<file path="config.mk">
export PLATFORM = sky130hd
export DESIGN_NAME = branch_resolve_unit
export DESIGN_NICKNAME = d
export VERILOG_FILES = /design/src/rtl/branch_resolve_unit.sv
export SDC_FILE = /design/constraint.sdc
export NUM_CORES = 1
export LEC_CHECK = 0
export ABC_AREA = 1
export BUFFER_PORTS_ARGS = -buffer_cell sky130_fd_sc_hd__clkbuf_2
export CORE_MARGIN = 5
export CORE_UTILIZATION = 35
export CTS_CLUSTER_DIAMETER = 120
export DETAILED_ROUTE_END_ITERATION = 10
export SYNTH_ARGS = -nofsm -noshare
export SYNTH_HDL_FRONTEND = slang
export SYNTH_SLANG_ARGS = --single-unit
</file>
<file path="constraint.sdc">
create_clock -name clk -period 1.7 [get_ports clk]
set_input_delay 0.085 -clock clk [delete_from_list [all_inputs] [get_ports clk]]
set_output_delay 0.085 -clock clk [all_outputs]
set_load 0.02 [all_outputs]
</file>
<file path="src/rtl/branch_resolve_unit.sv">
// branch_resolve_unit: EX-side branch resolution, redirect/flush and BTB update.
// Define BRU_STATS_EN to add saturating branch and mispredict counters.
module branch_resolve_unit #(
    parameter int PC_W   = 5,
    parameter int STAT_W = 16
) (
    input  logic              clk,
    input  logic              rst_n,
    input  logic              F_valid,
    input  logic [PC_W-1:0]   F_pc,
    input  logic              F_BP_taken,
    input  logic [PC_W-1:0]   F_BP_target_pc,
    input  logic              F_stall,
    input  logic              MEM_stall,
    input  logic              EX_brn,
    input  logic              EX_cond,
    input  logic [PC_W-1:0]   EX_alu_out,
    output logic [PC_W-1:0]   EX_pc,
    output logic              EX_valid,
    output logic              BU_update,
    output logic              BU_true_taken,
    output logic [PC_W-1:0]   BU_target,
    output logic              BU_mispredict,
    output logic [PC_W-1:0]   BU_redirect_pc,
`ifdef BRU_STATS_EN
    output logic [STAT_W-1:0] BU_branch_cnt,
    output logic [STAT_W-1:0] BU_mispred_cnt,
`endif
    output logic              BU_flush
);
    typedef enum logic {RUN, RECOVER} state_t;
    state_t state, state_nx;
    logic d_valid, d_pt, ex_pt, live;
    logic [PC_W-1:0] d_pc, d_tgt, ex_tgt;

    always_ff @(posedge clk or negedge rst_n)
        if (!rst_n) state <= RUN;
        else state <= state_nx;

    // A predicted-taken non-branch in EX is a stale BTB alias and redirects to fall-through.
    always_comb begin
        live = EX_valid && !MEM_stall && state == RUN;
        BU_update = live && EX_brn;
        BU_true_taken = EX_cond;
        BU_target = EX_alu_out;
        BU_mispredict = EX_brn ? BU_update && (ex_pt != EX_cond || (EX_cond && ex_tgt != EX_alu_out))
                               : live && ex_pt;
        BU_redirect_pc = !BU_mispredict ? '0 : (EX_brn && EX_cond) ? EX_alu_out : EX_pc + PC_W'(1);
        state_nx = BU_mispredict ? RECOVER : RUN;
        BU_flush = state == RECOVER;
    end

    always_ff @(posedge clk or negedge rst_n) begin
        if (!rst_n) begin
            d_valid  <= 1'b0;
            d_pc     <= '0;
            d_pt     <= 1'b0;
            d_tgt    <= '0;
            EX_valid <= 1'b0;
            EX_pc    <= '0;
            ex_pt    <= 1'b0;
            ex_tgt   <= '0;
        end else begin
            if (!F_stall && !MEM_stall) begin
                d_pc  <= F_pc;
                d_pt  <= F_BP_taken;
                d_tgt <= F_BP_target_pc;
            end
            if (!MEM_stall) begin
                EX_pc  <= d_pc;
                ex_pt  <= d_pt;
                ex_tgt <= d_tgt;
            end
            d_valid  <= BU_mispredict ? 1'b0 : (F_stall || MEM_stall) ? d_valid : F_valid;
            EX_valid <= BU_mispredict ? 1'b0 : MEM_stall ? EX_valid : d_valid && !F_stall;
        end
    end

`ifdef BRU_STATS_EN
    always_ff @(posedge clk or negedge rst_n) begin
        if (!rst_n) begin
            BU_branch_cnt  <= '0;
            BU_mispred_cnt <= '0;
        end else begin
            if (BU_update && !(&BU_branch_cnt)) BU_branch_cnt <= BU_branch_cnt + STAT_W'(1);
            if (BU_mispredict && !(&BU_mispred_cnt)) BU_mispred_cnt <= BU_mispred_cnt + STAT_W'(1);
        end
    end
`endif
endmodule
</file>
==> results of run 1 <==
-- flip-flops by register name (all words and copies together) (netlist names) --
name / count
ex_pt: 1
d_tgt: 5
d_pt: 1
ex_tgt: 5
d_pc: 5
EX_valid: 1
d_valid: 1
BU_flush: 1
EX_pc: 5
-- worst min path at each step --
| stage | startpoint | endpoint |
|---|---|---|
| global route | F_valid | d_valid |
| CTS | F_valid | d_valid |
| floorplan | rst_n | BU_flush |
| finish | F_valid | d_valid |
| detailed placement | rst_n | d_tgt[2] |
| global placement | rst_n | d_tgt[0] |
-- area by class of cell --
| class | instances | area share |
|---|---|---|
| clock buffer | 4 | 0.0155 |
| inverter | 26 | 0.0577 |
| multi-input combinational | 99 | 0.283 |
| sequential | 25 | 0.370 |
| tap | 46 | 0.0340 |
| timing repair buffer | 62 | 0.240 |
-- critical path, cell delays in order (launching register included) --
cell and delay (ns):
dfrtp_1 0.39, inv_1 0.06, nor2_2 0.09, nand2_1 0.08, nor3_2 0.14, nand2_2 0.14, a21oi_1 0.16, buf_4 0.16
-- layer usage --
metal / up-vias / track usage / share of wire
met5: - / 0 / 0
met4: 0 / 0.0511 / 0.013
met3: 2 / 0.0246 / 0.065
met2: 26 / 0.189 / 0.48
met1: 467 / 0.135 / 0.44
li1: 605 / - / -
-- where the power goes --
| group | switching [mW] | internal, mW | total (mW) |
|---|---|---|---|
| clock | 0.155 | 0.0914 | 0.247 |
| combinational | 0.200 | 0.151 | 0.351 |
| sequential | 0.0485 | 0.673 | 0.721 |
| total | 0.404 | 0.915 | 1.32 |
-- what timing repair did --
| action | 4_1_cts | 5_1_grt |
|---|---|---|
| resized for setup | 0 | 18 |
| hold endpoints to repair | 36 | 0 |
| buffers inserted | 0 | 6 |
| hold buffers | 12 | 0 |
| setup endpoints to repair | 0 | 6 |
-- layout by cell type (no fill, tap or decap), types with 2 or more instances in the layout --
| master | netlist | routed |
|---|---|---|
| buf_4 | 6 | 14 |
| o21ai_0 | 27 | 26 |
| a21oi_1 | 5 | 2 |
| dlygate4sd3_1 | 0 | 12 |
| nand2_2 | 2 | 2 |
| inv_1 | 26 | 26 |
| nand3_1 | 3 | 3 |
| clkbuf_2 | 0 | 36 |
| clkbuf_4 | 0 | 3 |
| nor2_1 | 11 | 10 |
| nor2_2 | 1 | 2 |
| a21oi_2 | 0 | 3 |
| dfrtp_1 | 25 | 25 |
| nand2_1 | 42 | 42 |
-- kinds of logic (layout without fill, tap and decap cells) --
kind of cell    after synthesis  in the layout  synth area share
compound gates               34             34             0.139
xor+xnor                      2              2            0.0140
fa+ha+maj                     1              1            0.0100
buf+inv                      36             92             0.127
flops                        25             25             0.502
mux                           1              1           0.00802
simple gates                 61             61             0.200
-- stage by stage --
| step | util | setup slack, ns | TNS (ns) |
|---|---|---|---|
| after floorplan | - | 0.260 | 0 |
| after global placement | 0.433 | 0.403 | 0 |
| after detailed placement | 0.433 | 0.369 | 0 |
| after CTS | 0.477 | 0.0137 | 0 |
| after global routing | 0.499 | -0.0236 | -0.0526 |
| final | 0.499 | 0.109 | 0 |
==> results.json, run 1 <==
{
  "period_minus_slack_ns": 1.59,
  "drive_gt1_frac": 0.287,
  "yosysSeqAreaShare": 0.502,
  "vias": 1100,
  "grt_usage": 0.112,
  "routedWlPerCell_um": 10.2,
  "synth.top_cell.area_share": 0.502,
  "syn_nets": 184,
  "clock_path_buffers": 2,
  "synth-seq-cells": 25,
  "regArea_um2": 626,
  "p_leak_nw": 0.900,
  "cp-endpoint": "BU_redirect_pc[4]",
  "timing.rr.start": "ex_tgt[0]",
  "worstPathArrival_ns": 1.51,
  "netlist_area_um2": 1250,
  "grt_pass1_vias": 1009,
  "critical_path_class": "reg -> out",
  "synth.area.top_cells": "dfrtp_1, nand2_1, o21ai_0",
  "fin_skew_ns": 0.00257,
  "cts_made_buffers": 3,
  "place_area_um2": 1470,
  "slew_headroom": 0.606,
  "worst_pin_slew_ns": 0.591,
  "setup_violations": 0,
  "finish.instance_area_um2": 1690,
  "cts_root_buffer": "clkbuf_4",
  "antenna_found_initial": 0,
  "numClockSinks": 25,
  "clk_latency_ns": 0.30,
  "synth_cell_types": 20,
  "outcome": "finished clean",
  "htreeDepth": 1,
  "gp_congestion": 0.740,
  "synth-edff-count": 0,
  "fp-row-count": 21,
  "whs_path_depth": 3,
  "end_kind": "primary output",
  "cp_data_required_time_ns": 1.62,
  "hpwl_mm": 2.04,
  "vias_per_cell": 4.20,
  "n_fill_cell": 337,
  "r2r_cells": 7,
  "routed_wl_mm": 2.67,
  "initial_core_util": 0.368,
  "dpl.cell_count": 240,
  "design.die.area_um2": 4860,
  "ys_async_sr_fraction": 1.00,
  "grt_max_degree": 26,
  "fmax_ghz": 0.628,
  "io_buffers": 42,
  "antennaDiodeCount": 0,
  "finalPower_mw": 1.32,
  "drv_slew": 0,
  "final_cells": 262,
  "maxCapViolations": 0,
  "synthTopCellsByCount": "nand2_1, o21ai_0, inv_1",
  "drc": 0,
  "cts_tree": "yes",
  "syn_inst": 160,
  "ys_warn_count": 0,
  "start_kind": "flop",
  "syn_avg_cell_area_um2": 7.80,
  "layout_worst_path_cycle_share": 0.936,
  "multi_input_area_um2": 479,
  "vdd_drop_max_mv": 0.339,
  "path_clk_slew_ns": 0.12,
  "synth_ff_type": "dfrtp_1",
  "hold_slack_ns": 0.0543,
  "antenna_left": 0,
  "synth_top_cell_by_area": "dfrtp_1",
  "drtIter0Drc": 35,
  "worstSetupStartpoint": "EX_valid",
  "rsz0062_at_grt": "true",
  "cp_max_fo": 6,
  "grt_pass1_wl_mm": 4.50,
  "io_pins": 43,
  "worst_r2r_endpoint": "EX_valid",
  "ff2ff_setup_slack_ns": 0.52,
  "area_growth_pct": 35.6,
  "grt_overflow_total": 0,
  "power_density_nw_per_um2": 780,
  "hold_viol": 0,
  "die_x_um": 69.7,
  "synth_most_common_cell": "nand2_1",
  "first_pass_iters": 4,
  "die_y_um": 69.7,
  "core_area_um2": 3390,
  "fin_nets": 241,
  "hp-class": "in -> reg"
}
Power figures use the tool's default switching activity.
==> run 2, diff against run 1 <==
--- a/config.mk
+++ b/config.mk
@@ -5,7 +5,6 @@
 export SDC_FILE = /design/constraint.sdc
 export NUM_CORES = 1
 export LEC_CHECK = 0
-export ABC_AREA = 1
 export BUFFER_PORTS_ARGS = -buffer_cell sky130_fd_sc_hd__clkbuf_2
 export CORE_MARGIN = 5
 export CORE_UTILIZATION = 35
==> run 2 against run 1 <==
  * The flow now finishes with violations (negative setup slack)
  * Synthesized cell count decreased by 42%
  * Sequential cell count is the same
  * Clock power is 11% higher
  * Sequential power up 6.4%
  * Combinational power increased by 20%
  * Cell count fell by 24%
  * Highest routed layer unchanged
==> results.json, run 2 <==
{
  "drc": 0,
  "final_common_cell": "clkbuf_2",
  "fin_nets": 179,
  "layout_worst_path_cycle_share": 1.16,
  "violations": "negative setup slack",
  "ys_async_sr_fraction": 1.00,
  "min_from": "F_stall",
  "hold_viol": 0,
  "dpl.cell_count": 177,
  "initial_core_util": 0.365,
  "cp_max_fo": 6,
  "layout_common_cells": "clkbuf_2, dfrtp_1, mux2_2",
  "fmax_ghz": 0.507,
  "clock_path_buffers": 2,
  "grt_pass1_vias": 1056,
  "drive_gt1_frac": 0.584,
  "timing.rr.start": "EX_valid",
  "synthTopCellsByCount": "dfrtp_1, mux2_2, buf_4, nor2_1, xnor2_1",
  "gp_congestion": 0.679,
  "final_cells": 200,
  "rsz0062_at_grt": "true",
  "hpwl_mm": 2.18,
  "cp_num_buf_inv": 1,
  "cp_cell_sequence": "or3b_4 -> nor3b_4 -> o22ai_4 -> a211oi_2 -> buf_4",
  "power_density_nw_per_um2": 849,
  "syn_avg_cell_area_um2": 13.3,
  "ff2ff_setup_slack_ns": -0.11,
  "netlist_area_um2": 1240,
  "grt_max_degree": 26,
  "p_leak_nw": 0.793,
  "cts_root_buffer": "clkbuf_4",
  "worst_pin_slew_ns": 0.624,
  "io_pins": 43,
  "cts_tree": "yes",
  "area_growth_pct": 39.2,
  "io_buffers": 42,
  "drtIter0Drc": 32,
  "first_pass_iters": 4,
  "start_kind": "flop",
  "slew_headroom": 0.584,
  "hold_slack_ns": 0.111,
  "grt_overflow_total": 0,
  "synth_top_cell_by_area": "dfrtp_1",
  "end_kind": "primary output",
  "core_area_um2": 3390,
  "layout_setup_ws_ns": -0.273,
  "maxCapViolations": 0,
  "vdd_drop_max_mv": 0.573,
  "yosysSeqAreaShare": 0.506,
  "period_minus_slack_ns": 1.97,
  "clk_latency_ns": 0.32,
  "place_area_um2": 1480,
  "synth.top_cell.area_share": 0.506,
  "worstPathArrival_ns": 1.89,
  "die_x_um": 69.5,
  "cts_made_buffers": 3,
  "htreeDepth": 1,
  "r2r_cells": 10,
  "routedWlPerCell_um": 13.9,
  "hold-path-endpoint": "d_valid",
  "drv_slew": 0,
  "worst_r2r_endpoint": "d_valid",
  "whs_path_depth": 3,
  "synth_cell_types": 24,
  "syn_inst": 93,
  "syn_nets": 117,
  "hp-class": "in -> reg",
  "path_delay_family": "simple AND/OR/NAND/NOR gates",
  "cp_data_required_time_ns": 1.62,
  "synth.area.top_cells": "dfrtp_1, mux2_2, xnor2_1",
  "grt_usage": 0.125,
  "vias_per_cell": 4.58,
  "numClockSinks": 25,
  "synth-seq-cells": 25,
  "antenna_left": 0,
  "fin_setup_tns_ns": -1.75,
  "vias": 915,
  "antennaDiodeCount": 0,
  "die_y_um": 69.5,
  "fp-row-count": 21,
  "synth_most_common_cell": "dfrtp_1",
  "design.die.area_um2": 4820,
  "finish.instance_area_um2": 1720,
  "routed_wl_mm": 2.78,
  "crit_path_max_incr_delay_ns": 0.41,
  "setup_violations": 9,
  "path_clk_slew_ns": 0.15,
  "synth_ff_type": "dfrtp_1",
  "synth-edff-count": 0,
  "outcome": "complete, but fails checks",
  "fin_skew_ns": 0.0111,
  "ys_warn_count": 0,
  "critical_path_class": "reg -> out",
  "grt_pass1_wl_mm": 4.95,
  "critPathSlowestCell": "dfrtp_1",
  "antenna_found_initial": 0
}
-- run 2: changes by cell type in the layout (fill, tap and decap cells not counted), sizes merged, moves of 3 or more --
cell    before  now
a211oi       0    4
a21oi        5    2
o21ai       27    1
inv         26    1
nand2       44    3
xnor2        1    6
nor2        12    6
mux2         0   22
-- run 2: repair_timing --
action	in CTS	in global routing
hold buffers	13	0
endpoints found under the setup margin	6	9
resized for setup	12	4
buffers inserted	5	1
pin swaps	1	1
hold endpoints to repair	37	0
-- run 2: cell families after synthesis --
kind of cell / synth area share
DFF: 0.506
muxes: 0.200
AOI/OAI and AO/OA: 0.0930
xor gates and xnor gates: 0.0566
buffers and inverters: 0.0556
and+or+nand+nor: 0.0789
adders and majority gates: 0.0101
-- run 2: metal layers --
metal,part of all wire,global-route usage
met3,0.058,0.0246
met5,0,0
met2,0.54,0.224
met4,0.0072,0.0456
met1,0.40,0.148
-- run 2: worst min-delay path, cell delays in order --
cell      delay (ns)
clkbuf_2        0.09
o21ai_0         0.09
a21oi_2         0.13
-- run 2: power breakdown --
part / switching (mW) / internal [mW] / leakage, nW
Combinational: 0.195 / 0.226 / 0.480
Clock: 0.185 / 0.0899 / 0.0139
Sequential: 0.0751 / 0.692 / 0.298
-- run 2: worst max-delay path by stage --
stage                     slack, ns     start  cells past startpoint                end
after floorplan                0.02  EX_valid                      4  BU_redirect_pc[1]
after global placement         0.10  BU_flush                      5  BU_redirect_pc[0]
after detailed placement       0.05  BU_flush                      5  BU_redirect_pc[3]
after CTS                     -0.31  BU_flush                      5  BU_redirect_pc[3]
after global routing          -0.37  BU_flush                      5  BU_redirect_pc[3]
final                         -0.27  BU_flush                      5  BU_redirect_pc[3]
-- run 2: metrics by stage --
step	util	setup WS (ns)	power [mW]
6_report	0.508	-0.273	1.46
5_1_grt	0.508	-0.371	1.56
4_1_cts	0.506	-0.312	1.48
3_5_place_dp	0.436	0.0534	1.16
3_3_place_gp	0.436	0.105	1.15
2_1_floorplan	-	0.0242	1.03
-- run 2: final cells by class --
cell class / instances / area (um2)
inverter: 1 / 3.75
multi-input combinational: 58 / 547
timing repair buffer: 66 / 459
clock buffer: 3 / 22.5
fill: 309 / 1670
sequential: 25 / 626
clock inverter: 1 / 7.51
tap: 46 / 57.6
